File: src/rtl/crop_pkg.sv
// Shared defaults and FSM encoding for the crop streamer.
// Optional row/frame markers are enabled by defining CROP_STREAM_EOL_EN.
package crop_pkg;

    localparam int IMG_W_DEF      = 32;
    localparam int IMG_H_DEF      = 32;
    localparam int PIX_W_DEF      = 8;
    localparam int ADDR_WIDTH_DEF = 10;

    typedef enum logic [1:0] {
        IDLE  = 2'd0,
        RUN   = 2'd1,
        DRAIN = 2'd2
    } state_t;

    // Number of marker bits carried alongside each pixel through the buffer.
    function automatic int side_bits();
`ifdef CROP_STREAM_EOL_EN
        return 2;
`else
        return 0;
`endif
    endfunction

endpackage

File: src/rtl/crop_stream_if.sv
// Pixel stream interface (valid/ready); eol/eof present only with CROP_STREAM_EOL_EN.
interface crop_stream_if #(
    parameter int PIX_W = crop_pkg::PIX_W_DEF
) ();

    logic             out_valid;
    logic             out_ready;
    logic [PIX_W-1:0] out_data;
`ifdef CROP_STREAM_EOL_EN
    logic             out_eol;
    logic             out_eof;

    modport master (output out_valid, output out_data, output out_eol, output out_eof,
                    input out_ready);
    modport slave  (input out_valid, input out_data, input out_eol, input out_eof,
                    output out_ready);
`else
    modport master (output out_valid, output out_data, input out_ready);
    modport slave  (input out_valid, input out_data, output out_ready);
`endif

endinterface

File: src/rtl/crop_stream_out_pix_buf_2.sv
// Two-entry synchronous FIFO with occupancy count; word carries pixel plus any marker bits.
module pix_buf_2 #(
    parameter int W = 8
) (
    input  logic         clk,
    input  logic         rst,
    input  logic         push,
    input  logic [W-1:0] din,
    input  logic         pop,
    output logic [W-1:0] dout,
    output logic [1:0]   count
);

    logic [W-1:0] mem_reg [2];
    logic         wr_ptr_reg;
    logic         rd_ptr_reg;
    logic [1:0]   count_reg;
    logic         push_en;
    logic         pop_en;

    // Guard against misuse even though the issuer never over/underflows the buffer.
    assign push_en = push && (count_reg != 2'd2 || pop);
    assign pop_en  = pop && (count_reg != 2'd0);

    genvar gi;
    generate
        for (gi = 0; gi < 2; gi++) begin : g_entry
            always_ff @(posedge clk or posedge rst) begin
                if (rst) begin
                    mem_reg[gi] <= '0;
                end else if (push_en && (wr_ptr_reg == 1'(gi))) begin
                    mem_reg[gi] <= din;
                end
            end
        end
    endgenerate

    always_ff @(posedge clk or posedge rst) begin
        if (rst) begin
            wr_ptr_reg <= 1'b0;
            rd_ptr_reg <= 1'b0;
            count_reg  <= 2'd0;
        end else begin
            if (push_en) begin
                wr_ptr_reg <= ~wr_ptr_reg;
            end
            if (pop_en) begin
                rd_ptr_reg <= ~rd_ptr_reg;
            end
            case ({push_en, pop_en})
                2'b10:   count_reg <= count_reg + 2'd1;
                2'b01:   count_reg <= count_reg - 2'd1;
                default: count_reg <= count_reg;
            endcase
        end
    end

    assign dout  = mem_reg[rd_ptr_reg];
    assign count = count_reg;

endmodule

File: src/rtl/crop_stream_out.sv
// Streams an IMG_W x IMG_H crop from a 1-cycle-latency memory out through a valid/ready port.
// Define CROP_STREAM_EOL_EN to add out_eol/out_eof markers.
module crop_stream_out
    import crop_pkg::*;
#(
    parameter int IMG_W      = IMG_W_DEF,
    parameter int IMG_H      = IMG_H_DEF,
    parameter int ADDR_WIDTH = ADDR_WIDTH_DEF,
    parameter int PIX_W      = PIX_W_DEF
) (
    input  logic                  clk,
    input  logic                  rst,
    input  logic                  start,
    output logic                  busy,
    output logic                  done,
    output logic                  ce_mem,
    output logic [ADDR_WIDTH-1:0] addr_mem,
    input  logic [PIX_W-1:0]      rd_data,
    crop_stream_if.master         stream
);

    localparam int                  NPIX      = IMG_W * IMG_H;
    localparam int                  BUF_W     = PIX_W + side_bits();
    localparam logic [ADDR_WIDTH-1:0] LAST_ADDR = ADDR_WIDTH'(NPIX - 1);

    state_t                state_reg;
    state_t                state_next;
    logic [ADDR_WIDTH-1:0] addr_reg;
    logic                  inflight_reg;
    logic                  done_reg;

    logic [BUF_W-1:0]      buf_din;
    logic [BUF_W-1:0]      buf_dout;
    logic [1:0]            buf_count;
    logic                  pop;
    logic [2:0]            occ;
    logic                  issue;
    logic                  last_issue;
    logic                  last_hs;

    // Occupancy after this cycle's pop, counting the read whose data lands next edge.
    assign pop        = stream.out_valid && stream.out_ready;
    assign occ        = {1'b0, buf_count} + {2'b00, inflight_reg} - {2'b00, pop};
    assign issue      = (state_reg == RUN) && (occ < 3'd2);
    assign last_issue = issue && (addr_reg == LAST_ADDR);
    assign last_hs    = (state_reg == DRAIN) && pop && (buf_count == 2'd1) && !inflight_reg;

    always_ff @(posedge clk or posedge rst) begin
        if (rst) begin
            state_reg <= IDLE;
        end else begin
            state_reg <= state_next;
        end
    end

    always_comb begin
        state_next = state_reg;
        case (state_reg)
            IDLE:    if (start)      state_next = RUN;
            RUN:     if (last_issue) state_next = DRAIN;
            DRAIN:   if (last_hs)    state_next = IDLE;
            default:                 state_next = IDLE;
        endcase
    end

    always_comb begin
        busy     = (state_reg != IDLE);
        ce_mem   = issue;
        addr_mem = addr_reg;
        done     = done_reg;
    end

    // Address holds at the last location until the frame fully drains.
    always_ff @(posedge clk or posedge rst) begin
        if (rst) begin
            addr_reg     <= '0;
            inflight_reg <= 1'b0;
            done_reg     <= 1'b0;
        end else begin
            inflight_reg <= issue;
            done_reg     <= last_hs;
            if (last_hs) begin
                addr_reg <= '0;
            end else if (issue && !last_issue) begin
                addr_reg <= addr_reg + ADDR_WIDTH'(1);
            end
        end
    end

`ifdef CROP_STREAM_EOL_EN
    logic [ADDR_WIDTH-1:0] col_reg;
    logic                  eol_reg;
    logic                  eof_reg;

    // Markers are computed at issue time and travel with the read into the buffer.
    always_ff @(posedge clk or posedge rst) begin
        if (rst) begin
            col_reg <= '0;
            eol_reg <= 1'b0;
            eof_reg <= 1'b0;
        end else begin
            if (issue) begin
                eol_reg <= (col_reg == ADDR_WIDTH'(IMG_W - 1));
                eof_reg <= (addr_reg == LAST_ADDR);
            end
            if (last_hs) begin
                col_reg <= '0;
            end else if (issue) begin
                col_reg <= (col_reg == ADDR_WIDTH'(IMG_W - 1)) ? '0 : col_reg + ADDR_WIDTH'(1);
            end
        end
    end

    assign buf_din        = {eol_reg, eof_reg, rd_data};
    assign stream.out_eol = stream.out_valid && buf_dout[PIX_W+1];
    assign stream.out_eof = stream.out_valid && buf_dout[PIX_W];
`else
    assign buf_din = rd_data;
`endif

    pix_buf_2 #(
        .W (BUF_W)
    ) u_buf (
        .clk   (clk),
        .rst   (rst),
        .push  (inflight_reg),
        .din   (buf_din),
        .pop   (pop),
        .dout  (buf_dout),
        .count (buf_count)
    );

    assign stream.out_valid = (buf_count != 2'd0);
    assign stream.out_data  = buf_dout[PIX_W-1:0];

endmodule

File: src/flat_wrapper.sv
// flat-port wrapper written by rule: the top's interface ports become plain ports
module crop_stream_out_flat import crop_pkg::*;
#(
    parameter int IMG_W      = IMG_W_DEF,
    parameter int IMG_H      = IMG_H_DEF,
    parameter int ADDR_WIDTH = ADDR_WIDTH_DEF,
    parameter int PIX_W      = PIX_W_DEF
)
  (clk, rst, start, busy, done, ce_mem, addr_mem, rd_data, stream_out_valid, stream_out_data, stream_out_ready);
  crop_stream_if #(.PIX_W(PIX_W)) stream_i ();
  input  logic clk;
  input  logic rst;
  input  logic start;
  output logic busy;
  output logic done;
  output logic ce_mem;
  output logic [ADDR_WIDTH-1:0] addr_mem;
  input  logic [PIX_W-1:0] rd_data;
  output wire logic [$bits(stream_i.out_valid)-1:0] stream_out_valid;
  output wire logic [$bits(stream_i.out_data)-1:0] stream_out_data;
  input wire logic [$bits(stream_i.out_ready)-1:0] stream_out_ready;
  assign stream_out_valid = stream_i.out_valid;
  assign stream_out_data = stream_i.out_data;
  assign stream_i.out_ready = stream_out_ready;
  crop_stream_out #(.IMG_W(IMG_W), .IMG_H(IMG_H), .ADDR_WIDTH(ADDR_WIDTH), .PIX_W(PIX_W)) u_core (.clk(clk), .rst(rst), .start(start), .busy(busy), .done(done), .ce_mem(ce_mem), .addr_mem(addr_mem), .rd_data(rd_data), .stream(stream_i));
endmodule
File: config.mk
export PLATFORM = sky130hd
export DESIGN_NAME = crop_stream_out_flat
export DESIGN_NICKNAME = d
export VERILOG_FILES = /design/src/rtl/crop_pkg.sv /design/src/rtl/crop_stream_if.sv /design/src/rtl/crop_stream_out_pix_buf_2.sv /design/src/rtl/crop_stream_out.sv /design/src/flat_wrapper.sv
export SDC_FILE = /design/constraint.sdc
export NUM_CORES = 1
export LEC_CHECK = 0
export CAP_MARGIN = 20
export CORE_MARGIN = 4
export CORE_UTILIZATION = 30
export DETAILED_ROUTE_END_ITERATION = 16
export PLACE_DENSITY = 0.53
export SLEW_MARGIN = 20
export SYNTH_ARGS = -nofsm -noshare
export SYNTH_HDL_FRONTEND = slang
export SYNTH_SLANG_ARGS = --single-unit
File: constraint.sdc
create_clock -name clk -period 3.51 [get_ports clk]
set_clock_uncertainty 0.1 [all_clocks]
set_input_delay 0.702 -clock clk [delete_from_list [all_inputs] [get_ports clk]]
set_output_delay 0.702 -clock clk [all_outputs]
set_load 0.03 [all_outputs]
# Word level (Yosys, flattened, before mapping)
# Index checks and enable logic that the tools add are counted.
[totals]
ff_bits = 34
word_cells = 59
[classes]
addsub = 5
magnitude_cmp = 2
n_eq_ne = 10
n_mux = 10
bitwise_logic = 3
reduce_logical = 20
[op_table]
columns = ["cell", "count"]
rows = [
  ["two-way mux 8 bit", 3],
  ["two-way mux 10 bit", 2],
  ["logical AND 1 bit", 11],
  ["adder 10 x 1 -> 10 bit, second input constant", 1],
  ["equality test 10 bit, second input constant", 1],
  ["nonzero test 2 bit", 4],
  ["equality test 2 x 1 -> 1 bit, second input constant", 3],
  ["two-way mux 2 bit", 3],
  ["one-hot mux 2 bit (3 select lines)", 1],
  ["equality test 2 bit, second input constant", 2],
  ["!= test 2 x 1 -> 1 bit, second input constant", 2],
  ["!= test 2 bit, second input constant", 2],
  ["one-hot mux 2 bit (2 select lines)", 1],
  ["adder 2 x 1 -> 3 bit", 1],
  ["less-than comparator 3 x 2 -> 1 bit, second input constant", 1],
  ["AND reduction 3 bit", 1],
  ["subtractor 3 x 1 -> 3 bit", 1],
  ["adder 2 x 1 -> 2 bit, second input constant", 1],
  [">= comparator 2 bit, second input constant", 1],
  ["logical NOT 1 bit", 2],
  ["logical NOT 2 bit", 1],
  ["NOT 1 bit", 2],
  ["NOT 1 -> 2 bit", 1],
  ["subtractor 2 x 1 -> 2 bit, second input constant", 1],
  ["logical OR 1 bit", 1],
]

# Longest topological paths before layout
[logic_depth]
word_depth = 10
depth_mapped = 12

# Cells and area by module
# A second synthesis with hierarchy kept.
[unflattened]
hier_cells = 140
hier_area_um2 = 1685.4
[by_module_without_submodules]
columns = ["mod", "n_inst", "cells_per_inst", "area_per_inst_um2", "seq_area_each_um2"]
rows = [
  ["pix_buf_2", 1, 59, 893.4, 500.5],
  ["crop_stream_out", 1, 81, 792.0, 350.3],
]

# Least setup slack after synthesis
# OpenSTA, ideal clock, no wires.
[synth_timing]
path_type = "flip-flop to output port"
startpoint = "reg u_core.u_buf.count_reg[1], in the netlist u_core.u_buf.count[1]"
endpoint = "out ce_mem"
arrival_time_ps = 2218
t_required_ps = 2708
path_slack_ps = 490
stages_incl_launch_ff = 9
n_path_buf = 0
path_cell_list = "dfrtp_1 > inv_1 > ha_1 > nor3b_1 > o21ai_0 > fa_1 > and3b_1 > nand2_2 > inv_1"
[synth_via]
elab_chain_len = 5
elab_cells_between_ends = 6
[synth_lines]
columns = ["item", "line_no", "source"]
rows = [
  ["from (decl)", "crop_stream_out_pix_buf_2.sv:17", "logic [1:0] count_reg;"],
  ["from (signal assigned)", "crop_stream_out_pix_buf_2.sv:51", "2'b10: count_reg <= count_reg + 2'd1;"],
  ["from (signal assigned)", "crop_stream_out_pix_buf_2.sv:52", "2'b01: count_reg <= count_reg - 2'd1;"],
  ["from (signal assigned)", "crop_stream_out_pix_buf_2.sv:53", "default: count_reg <= count_reg;"],
  ["parallel branches: the longest is 2 deep, another holds adder 2 x 1 -> 3 bit", "n/a", ""],
  ["subtractor 3 x 1 -> 3 bit (*)", "crop_stream_out.sv:43", "assign occ = {1'b0, buf_count} + {2'b00, inflight_reg} - {2'b00, pop};"],
  ["less-than comparator 3 x 2 -> 1 bit (*)", "crop_stream_out.sv:44", "assign issue = (state_reg == RUN) && (occ < 3'd2);"],
  ["logical AND 1 bit (*)", "crop_stream_out.sv:44", ""],
  ["to (decl)", "flat_wrapper.sv:16", "output logic ce_mem;"],
]
# Mark *: on every way between the ends.

# Final worst setup path
[layout_timing]
startpoint = "in stream_out_ready"
endpoint = "out ce_mem"
[layout_via]
elab_chain_len = 4
[layout_lines]
columns = ["item", "line_no", "source"]
rows = [
  ["from (decl)", "flat_wrapper.sv:21", "input wire logic [$bits(stream_i.out_ready)-1:0] stream_out_ready;"],
  ["logical AND 1 bit", "crop_stream_out.sv:42", "assign pop = stream.out_valid && stream.out_ready;"],
  ["subtractor 3 x 1 -> 3 bit", "crop_stream_out.sv:43", ""],
  ["less-than comparator 3 x 2 -> 1 bit", "crop_stream_out.sv:44", ""],
  ["logical AND 1 bit", "crop_stream_out.sv:44", ""],
]
# No other way between the ends.

==> flow_metrics.env <==
export IMPL_synth_top_cells_by_area="dfrtp_1 49%, mux2_2 16%, ha_1 3.6%, xnor2_1 2.0%, inv_1 1.7%"
export IMPL_rsz0062_at_grt="no"
export IMPL_final_cell_mix="34 x dfrtp_1, 32 x clkdlybuf4s50_1, 24 x mux2_2, 8 x inv_1"
export IMPL_grt_pass1_wl_mm=6.47
export IMPL_grt_pass1_vias=1391
export IMPL_clock_sinks=34
export IMPL_drc=0
export IMPL_comb_power_share=0.529
export IMPL_antenna_left=0
export IMPL_ys_seq_area_frac=0.495
export IMPL_grt_max_degree=35
export IMPL_setup_viol=0
export IMPL_tightest_slew_ns=0.517
export IMPL_power_density_nw_per_um2=988
export IMPL_n_antenna_cell=0
export IMPL_fill_cells=544
export IMPL_hold_viol=0
export IMPL_io_pins=34
export IMPL_final_common_cell="dfrtp_1"
export IMPL_synth_area_per_cell_um2=12.2
export IMPL_nets=201
export IMPL_die_w_um=83.7
export IMPL_via_per_inst=4.99
export IMPL_synth_top_area_share=0.495
export IMPL_ctsHoldBuffers=0
export IMPL_post_cts_resized=0
export IMPL_path_max_fanout=2
export IMPL_slew_violations=0
export IMPL_cp_end_kind="output pin"
export IMPL_startpoint="stream_out_ready"
export IMPL_drt_wl_total_mm=3.72
export IMPL_synth_cells=141
export IMPL_h_tree_depth=2
export IMPL_sw_frac_of_total=0.410
export IMPL_clock_root_buffer="clkbuf_8"
export IMPL_fin_util=0.411
export IMPL_routabilityCongestion=0.794
export IMPL_route_vias_total=1278
export IMPL_syn_cell_area_um2=1720
export IMPL_fin_ws_ns=0.156
export IMPL_clkPwrFrac=0.160
export IMPL_yosysUniqueCellTypes=45
export IMPL_post_drt_wl_per_cell_um=14.5
export IMPL_max_slew_margin_rel=0.654
export IMPL_max_cap_violations=0
export IMPL_worst_ep_arrival_time_ns=2.55
export IMPL_area_growth_pct=32.3
export IMPL_crit_type="in -> out"
export IMPL_period_minus_slack_ns=3.35
export IMPL_setup_tns_final_ns=0
export IMPL_synth_nets=159
export IMPL_hp_start="u_core.state_reg[1]"
export IMPL_cts_buffer_depth=2
export IMPL_layout_drive_gt1_share=0.272
export IMPL_hold_path_class="reg -> reg"
export IMPL_fin_crit_sh=0.956
export IMPL_numCtsBuffers=5
export IMPL_cp_cell_sequence="clkdlybuf4s50_1 > nor3b_1 > o21ai_0 > fa_1 > and3b_1 > nand2_2 > inv_1 > buf_4"
export IMPL_r2r_start="u_core.u_buf.count[1]"
export IMPL_cp_required_ns=2.71
export IMPL_peakVddDrop_mv=0.408
export IMPL_pre_cts_ws_ns=0.153
export IMPL_drt_iter0_markers=44
export IMPL_power_switching_uw=920
export IMPL_die_h_um=83.7
export IMPL_core_area_um2=5540
export IMPL_leakage_uw=0.000935
export IMPL_status="finished clean"
export IMPL_antenna_found_initial=0
export IMPL_first_pass_iters=4
export IMPL_cts_tree="built"
export IMPL_yosysWarnings=0
export IMPL_rows=27
export IMPL_start_util=0.310
export IMPL_internal_power_uw=1330
export IMPL_hpwl_mm=2.60
export IMPL_largest_register_ffs=16
export IMPL_start_kind="input port"
export IMPL_clkLatencyLatePin_ns=0.28
export IMPL_max_freq_ghz=0.298
export IMPL_synth_seq_cells=34
export IMPL_slowest_stage="fa_1"
export IMPL_cts_clk_slew_worst_paths_ns=0.07
export IMPL_die_area_um2=7010
export IMPL_crit_path_max_incr_delay_ns=0.49
export IMPL_synth_area_leader_cell="dfrtp_1"
export IMPL_track_usage=0.114
export IMPL_seqPwrFrac=0.312
export IMPL_port_buffers=33
export IMPL_overflow=0
export IMPL_cts_setup_buffers=0
cells in the mapped netlist, drive strengths merged:
| master | n |
|---|---|
| dfrtp | 34 |
| clkbuf | 1 |
| nor3b | 1 |
| mux2i | 2 |
| fa | 1 |
| o22ai | 1 |
| ha | 5 |
| inv | 8 |
| or2 | 1 |
| o21ai | 6 |
| a21oi | 5 |
| o41ai | 1 |
| xnor2 | 4 |
| buf | 2 |
| nor4 | 2 |
| clkinv | 1 |
| o31a | 1 |
| mux2 | 24 |
| nor2 | 2 |
| and4 | 1 |
| o32ai | 1 |
| or3 | 1 |
| nand4b | 1 |
| or4 | 3 |
| xor2 | 1 |
| and3b | 1 |
| nand2 | 7 |
| nor3 | 4 |
| nand2b | 1 |
| and2 | 1 |
| and3 | 1 |
| nand3 | 6 |
| nand4 | 3 |
| nor2b | 2 |
| o31ai | 3 |
| o211ai | 2 |
kinds of logic after synthesis:
group                      Yosys count  synth area share
AOI/OAI and AO/OA                   20            0.0779
xor gates and xnor gates             5            0.0255
adders and majority gates            6            0.0480
buffers and inverters               12            0.0277
DFF                                 34             0.495
muxes                               26             0.169
and+or+nand+nor                     38             0.157
per-stage QoR:
| step | instances | power, uW | cell area, um^2 | hold slack (ns) |
|---|---|---|---|---|
| 6_report | 256 | 2250 | 2270 | 0.401 |
| 5_1_grt | 256 | 2410 | 2270 | 0.423 |
| 4_1_cts | 256 | 2280 | 2270 | 0.407 |
| 3_5_place_dp | 248 | 1900 | 2160 | 0.389 |
| 3_3_place_gp | 248 | 1880 | 2160 | 0.381 |
| 2_1_floorplan | 141 | 1480 | 1720 | 0.353 |
final timing paths:
path                                            to  slack, ns  depth (start not counted)
setup / recovery                            ce_mem       0.16                          8
hold / removal                 u_core.state_reg[0]       0.40                          1
setup reg to reg                u_core.addr_mem[8]       0.56                         10
hold reg to reg                u_core.state_reg[0]       0.40                          1
max in group asynchronous       u_core.addr_mem[4]       2.28                          3
min in group asynchronous  u_core.u_buf.mem_reg[7]       0.72                          3
critical path, delay by kind of cell:
family,cells,cell delay (ns)
AND/OR/NAND/NOR,3,0.49
buffers and inverters,3,0.71
adder cells (fa/ha/maj),1,0.49
AO/OA/AOI/OAI,1,0.16
per-layer routing:
layer  global-route usage  up-vias  share of wire
met4               0.0599        0          0.023
met2                0.180       53           0.48
met1                0.135      618           0.43
met5                    0        -              0
li1                     -      596              -
met3               0.0415       11          0.066
power by group through the flow:
stage / registers [uW] / logic (uW) / clock network (uW)
final: 700 / 1190 / 359
after global routing: 730 / 1290 / 390
after CTS: 703 / 1200 / 372
after detailed placement: 708 / 1200 / 0
after global placement: 696 / 1180 / 0
after floorplan: 711 / 768 / 0
layout make-up:
cell class | count | area, um^2 | share of cell area
Clock buffer | 5 | 68.8 | 0.0303
Clock inverter | 3 | 45.0 | 0.0198
Inverter | 9 | 33.8 | 0.0149
Multi-Input combinational cell | 95 | 821 | 0.361
Sequential cell | 34 | 851 | 0.374
Tap cell | 72 | 90.1 | 0.0396
Timing Repair Buffer | 38 | 365 | 0.161
Note: power is estimated with default switching activity, not from simulation.
